## src/rtl/pcie_pkg.sv

```systemverilog
// Shared PCIe TLP definitions used by the ingress pre-parser and egress builder:
// header layout, fmt/type codes and the egress FSM state/context types.
package pcie_pkg;

    // 128-bit TLP header, DW0 in the least significant bits (fmt lives in dw0[31:29]).
    typedef struct packed {
        logic [31:0] dw3;
        logic [31:0] dw2;
        logic [31:0] dw1;
        logic [31:0] dw0;
    } tlp_head_t;

    // fmt[0]: header length
    localparam logic TLP_3DW = 1'b0;
    localparam logic TLP_4DW = 1'b1;

    // fmt/type byte (dw0[31:24]) of the TLPs this block usually carries
    localparam logic [7:0] TLP_REQ_RD = 8'h00;
    localparam logic [7:0] TLP_REQ_WD = 8'h40;
    localparam logic [7:0] TLP_CPL_WD = 8'h4A;

    localparam int SRC_CPL = 0;
    localparam int SRC_RD  = 1;
    localparam int SRC_WR  = 2;

    typedef enum logic [2:0] {
        ST_IDLE  = 3'd0,
        ST_HDR4  = 3'd1,
        ST_DATA4 = 3'd2,
        ST_DATA3 = 3'd3,
        ST_TAIL3 = 3'd4
    } egress_st_e;

    // Complete per-packet FSM context; st is the debug-visible state.
    typedef struct packed {
        egress_st_e  st;
        logic        src_wr;
        logic        first;
        logic [95:0] carry;
        logic [11:0] carry_keep;
        tlp_head_t   hdr;
    } egress_ctx_t;

endpackage

```

## src/rtl/egress_rr_arb.sv

```systemverilog
// Three-request round-robin arbiter (0=cpl, 1=rdreq, 2=wrreq) with optional
// strict completion priority; pointer advances past the winner on adv.
module egress_rr_arb
    import pcie_pkg::*;
(
    input  logic       clk,
    input  logic       rst_n,
    input  logic [2:0] req,
    input  logic       adv,
    input  logic       cpl_prio,
    output logic [2:0] grant
);

    logic [1:0] ptr_q;
    logic [1:0] ptr_nxt;
    logic [2:0] req_m;
    logic [2:0] sum;
    logic [1:0] idx;
    logic       found;

    always_comb begin
        req_m = req;
        grant = '0;
        found = 1'b0;
        sum   = '0;
        idx   = '0;
        if (cpl_prio && req[SRC_CPL]) begin
            grant = 3'b001;
        end else begin
            if (cpl_prio) begin
                req_m[SRC_CPL] = 1'b0;
            end
            // Search starts at the pointer and wraps modulo 3.
            for (int i = 0; i < 3; i++) begin
                sum = {1'b0, ptr_q} + 3'(i);
                idx = (sum >= 3'd3) ? 2'(sum - 3'd3) : sum[1:0];
                if (!found && req_m[idx]) begin
                    grant[idx] = 1'b1;
                    found      = 1'b1;
                end
            end
        end
    end

    always_comb begin
        ptr_nxt = ptr_q;
        if (grant[0]) begin
            ptr_nxt = 2'd1;
        end else if (grant[1]) begin
            ptr_nxt = 2'd2;
        end else if (grant[2]) begin
            ptr_nxt = 2'd0;
        end
    end

    always_ff @(posedge clk or negedge rst_n) begin
        if (!rst_n) begin
            ptr_q <= 2'd0;
        end else if (adv && (|grant)) begin
            ptr_q <= ptr_nxt;
        end
    end

endmodule

```

## src/rtl/egress_build_pre.sv

```systemverilog
// Egress TLP builder: arbitrates cpl/rdreq/wrreq and merges header + payload onto
// a 128-bit PCIe AXI-stream TX port. Macro EGRESS_CPL_PRIO_EN gives cpl strict priority.
module egress_build_pre
    import pcie_pkg::*;
#(
    parameter int DATA_W = 128,
    parameter int KEEP_W = DATA_W / 8,
    parameter int HDR_W  = 128
) (
    input  logic              clk,
    input  logic              rst_n,
    input  logic [DATA_W-1:0] cpl_data,
    input  logic [KEEP_W-1:0] cpl_keep,
    input  logic [HDR_W-1:0]  cpl_meta,
    input  logic              cpl_eop,
    input  logic              cpl_valid,
    output logic              cpl_rdy,
    input  logic [HDR_W-1:0]  rdreq_meta,
    input  logic              rdreq_valid,
    output logic              rdreq_rdy,
    input  logic [DATA_W-1:0] wrreq_data,
    input  logic [KEEP_W-1:0] wrreq_keep,
    input  logic [HDR_W-1:0]  wrreq_meta,
    input  logic              wrreq_eop,
    input  logic              wrreq_valid,
    output logic              wrreq_rdy,
    output logic [DATA_W-1:0] m_axis_tx_tdata,
    output logic [KEEP_W-1:0] m_axis_tx_tkeep,
    output logic              m_axis_tx_sop,
    output logic              m_axis_tx_eop,
    output logic              m_axis_tx_tvalid,
    input  logic              m_axis_tx_tready
);

    generate
        if (DATA_W != 128 || KEEP_W != 16 || HDR_W != 128) begin : g_width_check
            $error("egress_build_pre supports only DATA_W=128, KEEP_W=16, HDR_W=128");
        end
    endgenerate

`ifdef EGRESS_CPL_PRIO_EN
    localparam logic CPL_PRIO = 1'b1;
`else
    localparam logic CPL_PRIO = 1'b0;
`endif

    // Handshake: an input beat transfers when *_valid && *_rdy at a rising clk edge,
    // a TX beat when tvalid && tready. rdy depends on valid only via the IDLE grant.
    egress_ctx_t       ctx_q, ctx_d;
    logic [DATA_W-1:0] tdata_q, tdata_d;
    logic [KEEP_W-1:0] tkeep_q, tkeep_d;
    logic              sop_q, sop_d;
    logic              eop_q, eop_d;
    logic              tvalid_q, tvalid_d;
    logic              cpl_rdy_c, rd_rdy_c, wr_rdy_c;

    logic              adv;
    logic [2:0]        grant;
    tlp_head_t         g_hdr;
    logic              g_is4;
    logic              g_data;
    logic [DATA_W-1:0] s_data;
    logic [KEEP_W-1:0] s_keep;
    logic              s_eop;
    logic              s_valid;

    assign adv = ~tvalid_q | m_axis_tx_tready;

    egress_rr_arb u_arb (
        .clk      (clk),
        .rst_n    (rst_n),
        .req      ({wrreq_valid, rdreq_valid, cpl_valid}),
        .adv      (adv && (ctx_q.st == ST_IDLE)),
        .cpl_prio (CPL_PRIO),
        .grant    (grant)
    );

    assign g_hdr  = grant[SRC_RD] ? rdreq_meta : (grant[SRC_WR] ? wrreq_meta : cpl_meta);
    assign g_is4  = (g_hdr.dw0[29] == TLP_4DW);
    assign g_data = g_hdr.dw0[30] && !grant[SRC_RD];

    assign s_data  = ctx_q.src_wr ? wrreq_data  : cpl_data;
    assign s_keep  = ctx_q.src_wr ? wrreq_keep  : cpl_keep;
    assign s_eop   = ctx_q.src_wr ? wrreq_eop   : cpl_eop;
    assign s_valid = ctx_q.src_wr ? wrreq_valid : cpl_valid;

    always_comb begin
        ctx_d     = ctx_q;
        tdata_d   = tdata_q;
        tkeep_d   = tkeep_q;
        sop_d     = sop_q;
        eop_d     = eop_q;
        tvalid_d  = tvalid_q;
        cpl_rdy_c = 1'b0;
        rd_rdy_c  = 1'b0;
        wr_rdy_c  = 1'b0;
        if (adv) begin
            tvalid_d = 1'b0;
            sop_d    = 1'b0;
            eop_d    = 1'b0;
            unique case (ctx_q.st)
                ST_IDLE: begin
                    if (|grant) begin
                        if (!g_data) begin
                            // Header-only TLP leaves in one beat.
                            tvalid_d  = 1'b1;
                            sop_d     = 1'b1;
                            eop_d     = 1'b1;
                            tdata_d   = g_is4 ? g_hdr : {32'd0, g_hdr[95:0]};
                            tkeep_d   = g_is4 ? 16'hFFFF : 16'h0FFF;
                            cpl_rdy_c = grant[SRC_CPL];
                            rd_rdy_c  = grant[SRC_RD];
                            wr_rdy_c  = grant[SRC_WR];
                        end else begin
                            ctx_d.hdr    = g_hdr;
                            ctx_d.src_wr = grant[SRC_WR];
                            ctx_d.first  = 1'b1;
                            ctx_d.st     = g_is4 ? ST_HDR4 : ST_DATA3;
                        end
                    end
                end
                ST_HDR4: begin
                    tvalid_d = 1'b1;
                    sop_d    = 1'b1;
                    tdata_d  = ctx_q.hdr;
                    tkeep_d  = 16'hFFFF;
                    ctx_d.st = ST_DATA4;
                end
                ST_DATA4: begin
                    cpl_rdy_c = ~ctx_q.src_wr;
                    wr_rdy_c  = ctx_q.src_wr;
                    if (s_valid) begin
                        tvalid_d = 1'b1;
                        tdata_d  = s_data;
                        tkeep_d  = s_keep;
                        eop_d    = s_eop;
                        if (s_eop) begin
                            ctx_d.st = ST_IDLE;
                        end
                    end
                end
                ST_DATA3: begin
                    cpl_rdy_c = ~ctx_q.src_wr;
                    wr_rdy_c  = ctx_q.src_wr;
                    if (s_valid) begin
                        // DW0 of each payload beat fills the top DW; the rest carries over.
                        tvalid_d         = 1'b1;
                        sop_d            = ctx_q.first;
                        tdata_d          = ctx_q.first ? {s_data[31:0], ctx_q.hdr[95:0]}
                                                       : {s_data[31:0], ctx_q.carry};
                        tkeep_d          = ctx_q.first ? 16'hFFFF : {s_keep[3:0], ctx_q.carry_keep};
                        ctx_d.first      = 1'b0;
                        ctx_d.carry      = s_data[127:32];
                        ctx_d.carry_keep = s_keep[15:4];
                        if (s_eop) begin
                            if (s_keep[4]) begin
                                ctx_d.st = ST_TAIL3;
                            end else begin
                                eop_d    = 1'b1;
                                ctx_d.st = ST_IDLE;
                            end
                        end
                    end
                end
                ST_TAIL3: begin
                    tvalid_d = 1'b1;
                    eop_d    = 1'b1;
                    tdata_d  = {32'd0, ctx_q.carry};
                    tkeep_d  = {4'h0, ctx_q.carry_keep};
                    ctx_d.st = ST_IDLE;
                end
                default: begin
                    ctx_d.st = ST_IDLE;
                end
            endcase
        end
    end

    always_ff @(posedge clk or negedge rst_n) begin
        if (!rst_n) begin
            ctx_q    <= '0;
            tdata_q  <= '0;
            tkeep_q  <= '0;
            sop_q    <= 1'b0;
            eop_q    <= 1'b0;
            tvalid_q <= 1'b0;
        end else begin
            ctx_q    <= ctx_d;
            tdata_q  <= tdata_d;
            tkeep_q  <= tkeep_d;
            sop_q    <= sop_d;
            eop_q    <= eop_d;
            tvalid_q <= tvalid_d;
        end
    end

    // Ready is held low while reset is asserted, whatever the sources present.
    assign cpl_rdy   = rst_n & cpl_rdy_c;
    assign rdreq_rdy = rst_n & rd_rdy_c;
    assign wrreq_rdy = rst_n & wr_rdy_c;

    assign m_axis_tx_tdata  = tdata_q;
    assign m_axis_tx_tkeep  = tkeep_q;
    assign m_axis_tx_sop    = sop_q;
    assign m_axis_tx_eop    = eop_q;
    assign m_axis_tx_tvalid = tvalid_q;

endmodule

```

## config.mk

```make
export PLATFORM = sky130hd
export DESIGN_NAME = egress_build_pre
export DESIGN_NICKNAME = d
export VERILOG_FILES = /design/src/rtl/pcie_pkg.sv /design/src/rtl/egress_rr_arb.sv /design/src/rtl/egress_build_pre.sv
export SDC_FILE = /design/constraint.sdc
export NUM_CORES = 1
export LEC_CHECK = 0
export ABC_AREA = 1
export BUFFER_PORTS_ARGS = -buffer_cell sky130_fd_sc_hd__buf_2
export CORE_AREA = 2 2 322 324
export DETAILED_ROUTE_END_ITERATION = 12
export DIE_AREA = 0 0 324 326
export PLACE_DENSITY_LB_ADDON = 0.12
export RECOVER_POWER = 100
export SLEW_MARGIN = 40
export SYNTH_ARGS = -nofsm -noshare
export SYNTH_HDL_FRONTEND = slang
export SYNTH_SLANG_ARGS = --single-unit
```

## constraint.sdc

```tcl
create_clock -name clk -period 2.3 [get_ports clk]
set_input_delay 0.23 -clock clk [delete_from_list [all_inputs] [get_ports clk]]
set_output_delay 0.23 -clock clk [all_outputs]
set_load 0.005 [all_outputs]
```

# Yosys cells after proc, flatten, opt, wreduce, memory -nomap -nowiden

Index checks and enable logic that the tools add are counted.

Reduce and logical (&&, ||, !) cells: 24
Multipliers: 0
Bitwise operators: 8
Equality and inequality tests: 11
Add/sub/neg operators: 5
Order comparisons: 9
Muxes and demuxes: 77
Divide/modulo/power cells: 0
Shift-type cells: 0

Operators by type and width:

| operator                                             | number |
|---|---|
| two-way mux 128 bit                                  | 8 |
| one-hot mux 128 bit (5 select lines)                 | 1 |
| two-way mux 16 bit                                   | 7 |
| two-way mux 109 bit                                  | 1 |
| two-way mux 96 bit                                   | 1 |
| one-hot mux 16 bit (5 select lines)                  | 1 |
| two-way mux 1 bit                                    | 28 |
| two-way mux 3 bit                                    | 8 |
| two-way mux 2 bit                                    | 7 |
| inequality test 2 bit (second input constant)        | 6 |
| one-hot mux 3 bit (4 select lines)                   | 1 |
| two-way mux 5 bit                                    | 2 |
| < comparator 2 x 3 -> 1 bit (second input constant)  | 3 |
| logical AND 1 bit                                    | 8 |
| AND reduction 7 bit                                  | 1 |
| binary-select mux 1 bit (select 2 bit)               | 3 |
| demux 1 bit (select 2 bit)                           | 3 |
| equality test 3 x 2 -> 1 bit (second input constant) | 2 |
| >= comparator 2 x 1 -> 1 bit (second input constant) | 3 |
| >= comparator 3 x 2 -> 1 bit (second input constant) | 2 |
| OR 3 bit                                             | 2 |
| one-hot mux 1 bit (2 select lines)                   | 3 |
| one-hot mux 1 bit (3 select lines)                   | 2 |
| AND reduction 6 bit                                  | 1 |
| other kinds (22)                                     | 30 |

Memories kept: 0
Bits in latches: 0
RAM bits: 0
Bits in read-only memories: 0
Logic and storage cells: 149
Register bits after elaboration: 390

# Depth between registers and ports, before layout

Depth in word-level cells: 19
Gate-level depth with buffers: 20
Mapped depth without buffers: 18

# Cells and area by module

A second synthesis with hierarchy kept.

Cell total of the unflattened synthesis: 4385
Area total of the unflattened synthesis: 25725.9 µm²

Modules (own cells, without submodules):

| module           | instances | cells each | seq. area each (µm²) | area each (µm²) |
|---|---|---|---|---|
| egress_build_pre | 1         | 4317       | 9709.3               | 25353.1 |
| egress_rr_arb    | 1         | 68         | 50.0                 | 372.9 |

# Worst setup path after synthesis

Ideal clock, no wire load.

Kind: reg-to-reg
From: register u_arb.ptr_q[0]
To: register ctx_q[237] (netlist name)
Stages on the path, launching flop included: 15
Setup slack: -0.099 ns
Data required time: 2.170 ns
Buffers on the path: 2
Data arrival time: 2.269 ns
Cell sequence: dfrtp_1 inv_1 ha_1 o21ai_0 nand2_1 nand3_2 nand3_2 nand2_1 nand3_2 nor2_4 nand2_4 buf_6 buf_2 nand2_1 o21ai_0

Longest elaborated chain between the ends: 15

Ends and longest elaborated chain:

| item                                                                            | line                    | text |
|---|---|---|
| start: declaration                                                              | egress_rr_arb.sv:14     | `logic [1:0] ptr_q;` |
| start signal: assignment                                                        | egress_rr_arb.sv:60     | `ptr_q <= ptr_nxt;` |
| adder 2 x 1 -> 3 bit, or another cell as far along                              | egress_rr_arb.sv:35     | `sum = {1'b0, ptr_q} + 3'(i);` |
| >= comparator 3 x 2 -> 1 bit, or another cell as far along                      | egress_rr_arb.sv:36     | `idx = (sum >= 3'd3) ? 2'(sum - 3'd3) : sum[1:0];` |
| two-way mux 2 bit, or another cell as far along                                 | egress_rr_arb.sv:36     |  |
| < comparator 2 x 3 -> 1 bit (implied by the code), or another cell as far along | egress_rr_arb.sv:38     | `grant[idx] = 1'b1;` |
| logical AND 1 bit (implied by the code), or another cell as far along           | egress_rr_arb.sv:38     |  |
| two-way mux 1 bit (implied by the code), or another cell as far along           | egress_rr_arb.sv:38     |  |
| demux 1 bit (select 2 bit), or another cell as far along                        | -                       |  |
| OR 3 bit (no source line) or two-way mux 1 bit (tied branches)                  | -                       |  |
| two-way mux 3 bit or logical NOT 1 bit (tied branches)                          | egress_rr_arb.sv:37     | `if (!found && req_m[idx]) begin` |
| OR 3 bit (no source line) or logical AND 1 bit (tied branches)                  | -                       |  |
| two-way mux 3 bit (*)                                                           | egress_rr_arb.sv:37     |  |
| two-way mux 128 bit (2 in a row)                                                | egress_build_pre.sv:78  | `assign g_hdr = grant[SRC_RD] ? rdreq_meta : (grant[SRC_WR] ? wrreq_meta : cpl_meta);` |
| logical AND 1 bit                                                               | egress_build_pre.sv:80  | `assign g_data = g_hdr.dw0[30] && !grant[SRC_RD];` |
| AND reduction 4 bit (no source line)                                            | -                       |  |
| end signal: assignment                                                          | egress_build_pre.sv:188 | `ctx_q <= ctx_d;` |
| end: declaration                                                                | egress_build_pre.sv:49  | `egress_ctx_t ctx_q, ctx_d;` |

Mark *: on every way between the ends. The rest lies on a longest branch, timed or not. The select of a mux whose other input is x is not followed.
A chain may end at the register's enable or synchronous reset.

# Worst setup path after layout

From: register u_arb.ptr_q[1]
To: register tdata_q[6] (netlist: m_axis_tx_tdata[6])

Longest elaborated chain between the ends: 17

Ends and longest elaborated chain:

| item                                                                            | line                    | text |
|---|---|---|
| adder 2 x 1 -> 3 bit, or another cell as far along                              | egress_rr_arb.sv:35     |  |
| >= comparator 3 x 2 -> 1 bit, or another cell as far along                      | egress_rr_arb.sv:36     |  |
| two-way mux 2 bit, or another cell as far along                                 | egress_rr_arb.sv:36     |  |
| < comparator 2 x 3 -> 1 bit (implied by the code), or another cell as far along | egress_rr_arb.sv:38     |  |
| logical AND 1 bit (implied by the code), or another cell as far along           | egress_rr_arb.sv:38     |  |
| two-way mux 1 bit (implied by the code), or another cell as far along           | egress_rr_arb.sv:38     |  |
| demux 1 bit (select 2 bit), or another cell as far along                        | -                       |  |
| OR 3 bit (no source line) or two-way mux 1 bit (tied branches)                  | -                       |  |
| two-way mux 3 bit or logical NOT 1 bit (tied branches)                          | egress_rr_arb.sv:37     |  |
| OR 3 bit (no source line) or logical AND 1 bit (tied branches)                  | -                       |  |
| two-way mux 3 bit (*)                                                           | egress_rr_arb.sv:37     |  |
| two-way mux 128 bit (2 in a row)                                                | egress_build_pre.sv:78  |  |
| two-way mux 128 bit                                                             | egress_build_pre.sv:109 | `tdata_d = g_is4 ? g_hdr : {32'd0, g_hdr[95:0]};` |
| two-way mux 128 bit                                                             | egress_build_pre.sv:104 | `if (!g_data) begin` |
| two-way mux 128 bit                                                             | egress_build_pre.sv:103 | `if (\|grant) begin` |
| one-hot mux 128 bit (5 select lines)                                            | egress_build_pre.sv:101 | `unique case (ctx_q.st)` |
| end signal: assignment                                                          | egress_build_pre.sv:189 | `tdata_q <= tdata_d;` |
| end: declaration                                                                | egress_build_pre.sv:50  | `logic [DATA_W-1:0] tdata_q, tdata_d;` |

Marks and branches as above.

==> qor.yml <==
status:
  status: "complete, but fails checks"
  violations: "capacitance limit, slew limit, setup timing"
synth:
  synth_cell_type_count: 31
  synth.area.top_cells: "dfrtp_1 (42%), nand2_1 (24%), o21ai_0 (5.9%)"
  syn-mean-instance-area_sq_um: 6.98
  synth_most_common_cell: "nand2_1"
  synth-edff-count: 0
  synth_common_cells: "nand2_1 (1480), dfrtp_1 (390), o21ai_0 (271), nand3_1 (208), inv_1 (162)"
  ys_seq_area_share_pct: 42.5
  synth_seq_cells: 390
  syn_area_sq_mm: 0.0230
  synthFlopType: "dfrtp_1"
  syn_nets: 3976
  synthArstFlopShare_pct: 100
  yosysTopAreaCell: "dfrtp_1"
  syn_inst: 3292
  yosys_warnings: 0
  netlist.area_leader.share_pct: 42.5
route:
  viasPerCell: 4.68
  wl_per_cell_um: 24.1
  postRouteAntennaNets: 0
  drt_iter0_drc: 2046
  totalWireLength_um: 138000
  drc: 0
  vias: 26700
  dr.pass1.iters: 6
power:
  p_per_area_mw_per_mm2: 2070
  ir_drop_v: 0.00107
  p_leak_uw: 0.0181
floorplanning:
  dieArea_sq_mm: 0.106
  die_width_um: 324
  fp.coreArea_sq_mm: 0.103
  start_util_pct: 22.4
  row_count: 118
  ios: 830
  die_y_um: 326
global_route:
  grt_max_degree: 130
  grt_pass1_wl_um: 189000
  grt_pass1_vias: 26300
  antenna_found_initial: 16
  grt_remaining_overflow: 0
  grt_util_all_layers_pct: 25.0
placement:
  portBuffers: 829
  globalplace.congestion: 0.875
  place_hpwl_um: 101000
sta:
  whs_ns: 0.0247
  fmax_mhz: 353
  period_minus_slack_ns: 2.83
  relSlewSlack_pct: -9.31
  setup_viol: 305
  setup_slack_ns: -0.531
  hold_viol: 0
  finalClockSkew_ns: 0.0332
  drv_slew: 27
  rsz0062_at_grt: "yes"
  post-route-period-util_pct: 123
  tightest_slew_ns: 1.64
critical_path:
  slowest_stage: "dfrtp_1"
  crit_required_ns: 2.82
  cp_max_fo: 10
  path_class: "reg -> reg"
  endpoint_kind: "flop"
  worstPathArrival_ns: 3.35
  path_cells: "inv_2, ha_4, inv_4, nand2_2, nand3_2, nand2_4, buf_6, nand3_4, nand2_4, buf_6, inv_4, nand2_4, buf_6, nor2_4, nand3_2, nand2_2, buf_6, inv_6, nand2_8, buf_16, buf_12, buf_16, nand2_2, nand2_2"
  critPathLaunchType: "flop"
  cp_top_family: "buffers and inverters"
  crit_path_max_incr_delay_ns: 0.43
  critPathBufInv: 11
layout:
  fin_util_pct: 33.9
  nNetsFinal: 4967
  drive_gt1_share_pct: 32.1
  fillers: 11200
  area_delta_synth_final_pct: 51.3
clocking:
  cts_tree: "built"
  clk_pin_slew_ns: 0.06
  cts_made_buffers: 52
  cts_buffer_depth: 3
  root_buffer: "clkbuf_16"
  cts_sinks: 390
  htree_num_levels: 2
  clock_latency_ns: 0.62
min_path:
  hp-class: "in -> reg"
run:
  max_cap_violations: 1
per-stage QoR:
step	TNS [ns]	area [sq um]	worst slack, ns	cells	power, uW
floorplan	-0.135	23100	-0.00209	3292	32700
global placement	-62.29	30300	-0.351	5494	49500
detailed placement	-71.09	30300	-0.377	5494	49600
CTS	-123.22	34500	-0.574	5696	71000
global route	-177.67	34800	-0.683	5709	77100
finish	-123.46	34800	-0.531	5711	72000
worst register-to-register path, cell delays in order, from the launching register on:
cell,delay [ns]
dfrtp_1,0.43
inv_2,0.10
ha_4,0.19
inv_4,0.07
nand2_2,0.05
nand3_2,0.07
nand2_4,0.11
buf_6,0.14
nand3_4,0.07
nand2_4,0.06
buf_6,0.12
inv_4,0.04
nand2_4,0.04
buf_6,0.12
nor2_4,0.12
nand3_2,0.09
nand2_2,0.11
buf_6,0.12
inv_6,0.04
nand2_8,0.08
buf_16,0.19
buf_12,0.13
buf_16,0.13
nand2_2,0.08
nand2_2,0.06
cells in the final DEF, fill, tap and decap left out, types with 6 or more instances in the layout:
master         Yosys  layout
dlygate4sd3_1      0      19
inv_1            162     155
nand4_1           38      38
nand3_1          208     194
buf_4              2     170
o2111ai_1         12      12
inv_4              0       8
a21oi_1           50      48
diode_2            0       7
o21ai_0          271     232
inv_2             10       8
o21ai_2            1      10
bufbuf_16          0       6
buf_2             85     689
buf_12             0      69
clkbuf_16          0      60
nor2_1           107      99
nand2_2            3      97
nand2_4            2      24
o21ai_1           34      62
nand3_4            0       7
nand2_1         1480    1362
mux2i_1           45      45
buf_6              8      23
nand3_2            5      12
or2_2             97      93
clkinv_2           0      11
bufinv_16          0       6
clkbuf_8           0      11
o22ai_1           13      13
nor2_4             3       8
buf_16             0      35
clkbuf_1         129     147
dfrtp_1          390     389
a221oi_1         116     116
report_power, final:
group	leakage [uW]	switching [uW]	total [uW]	internal, uW
Combinational	0.0123	29500	51100	21700
Clock	0.000880	3450	8680	5230
Sequential	0.00484	1800	12200	10400
worst paths after layout:
check,startpoint,endpoint,slack (ns),cells after the start
hold / removal,rdreq_meta[114],ctx_q[114],0.02,5
max in group asynchronous,rst_n,m_axis_tx_tdata[61],0.20,4
min in group asynchronous,rst_n,m_axis_tx_tdata[114],0.05,2
setup reg to reg,u_arb.ptr_q[1],m_axis_tx_tdata[6],-0.53,24
setup / recovery,u_arb.ptr_q[1],m_axis_tx_tdata[6],-0.53,24
hold reg to reg,ctx_q[30],ctx_q[30],0.46,2
area by class of cell:
| type | count | area, sq um | area share (%) |
|---|---|---|---|
| clock inverter | 22 | 275 | 0.792 |
| clock buffer | 73 | 1510 | 4.35 |
| sequential | 390 | 9760 | 28.1 |
| tap | 1380 | 1730 | 4.97 |
| timing repair buffer | 1167 | 8510 | 24.5 |
| inverter | 172 | 671 | 1.93 |
| antenna | 7 | 17.5 | 0.0504 |
| multi-input combinational | 2500 | 12300 | 35.4 |
repair_timing:
item / 4_1_cts / 5_1_grt
setup endpoints to repair: 279 / 295
endpoints found under the hold margin: 197 / 0
pin swaps: 34 / 54
hold buffers: 19 / 0
cloned: 40 / 8
setup buffers: 48 / 12
resized for setup: 179 / 170
state kept, by name, indices dropped and copies added (netlist names):
register          cells
ctx_q               241
m_axis_tx_tkeep      16
m_axis_tx_eop         1
u_arb.ptr_q           2
m_axis_tx_tvalid      1
m_axis_tx_tdata     128
m_axis_tx_sop         1
kinds of logic after synthesis:
logic type	Yosys count	share of synthesized area [%]
compound gates	503	13.2
fa+ha+maj	4	0.218
buf+inv	403	7.34
flops	390	42.5
mux	45	1.96
simple gates	1947	34.8
per-layer routing:
metal | part of all wire (%) | vias to the layer above | global-route usage [%]
li1 | - | 12700 | -
met1 | 44 | 12800 | 32.7
met2 | 47 | 978 | 41.9
met3 | 6.6 | 148 | 4.85
met4 | 2.8 | 4 | 6.66
met5 | 0.020 | - | 0
No activity file was read; power rests on OpenSTA's default activity.
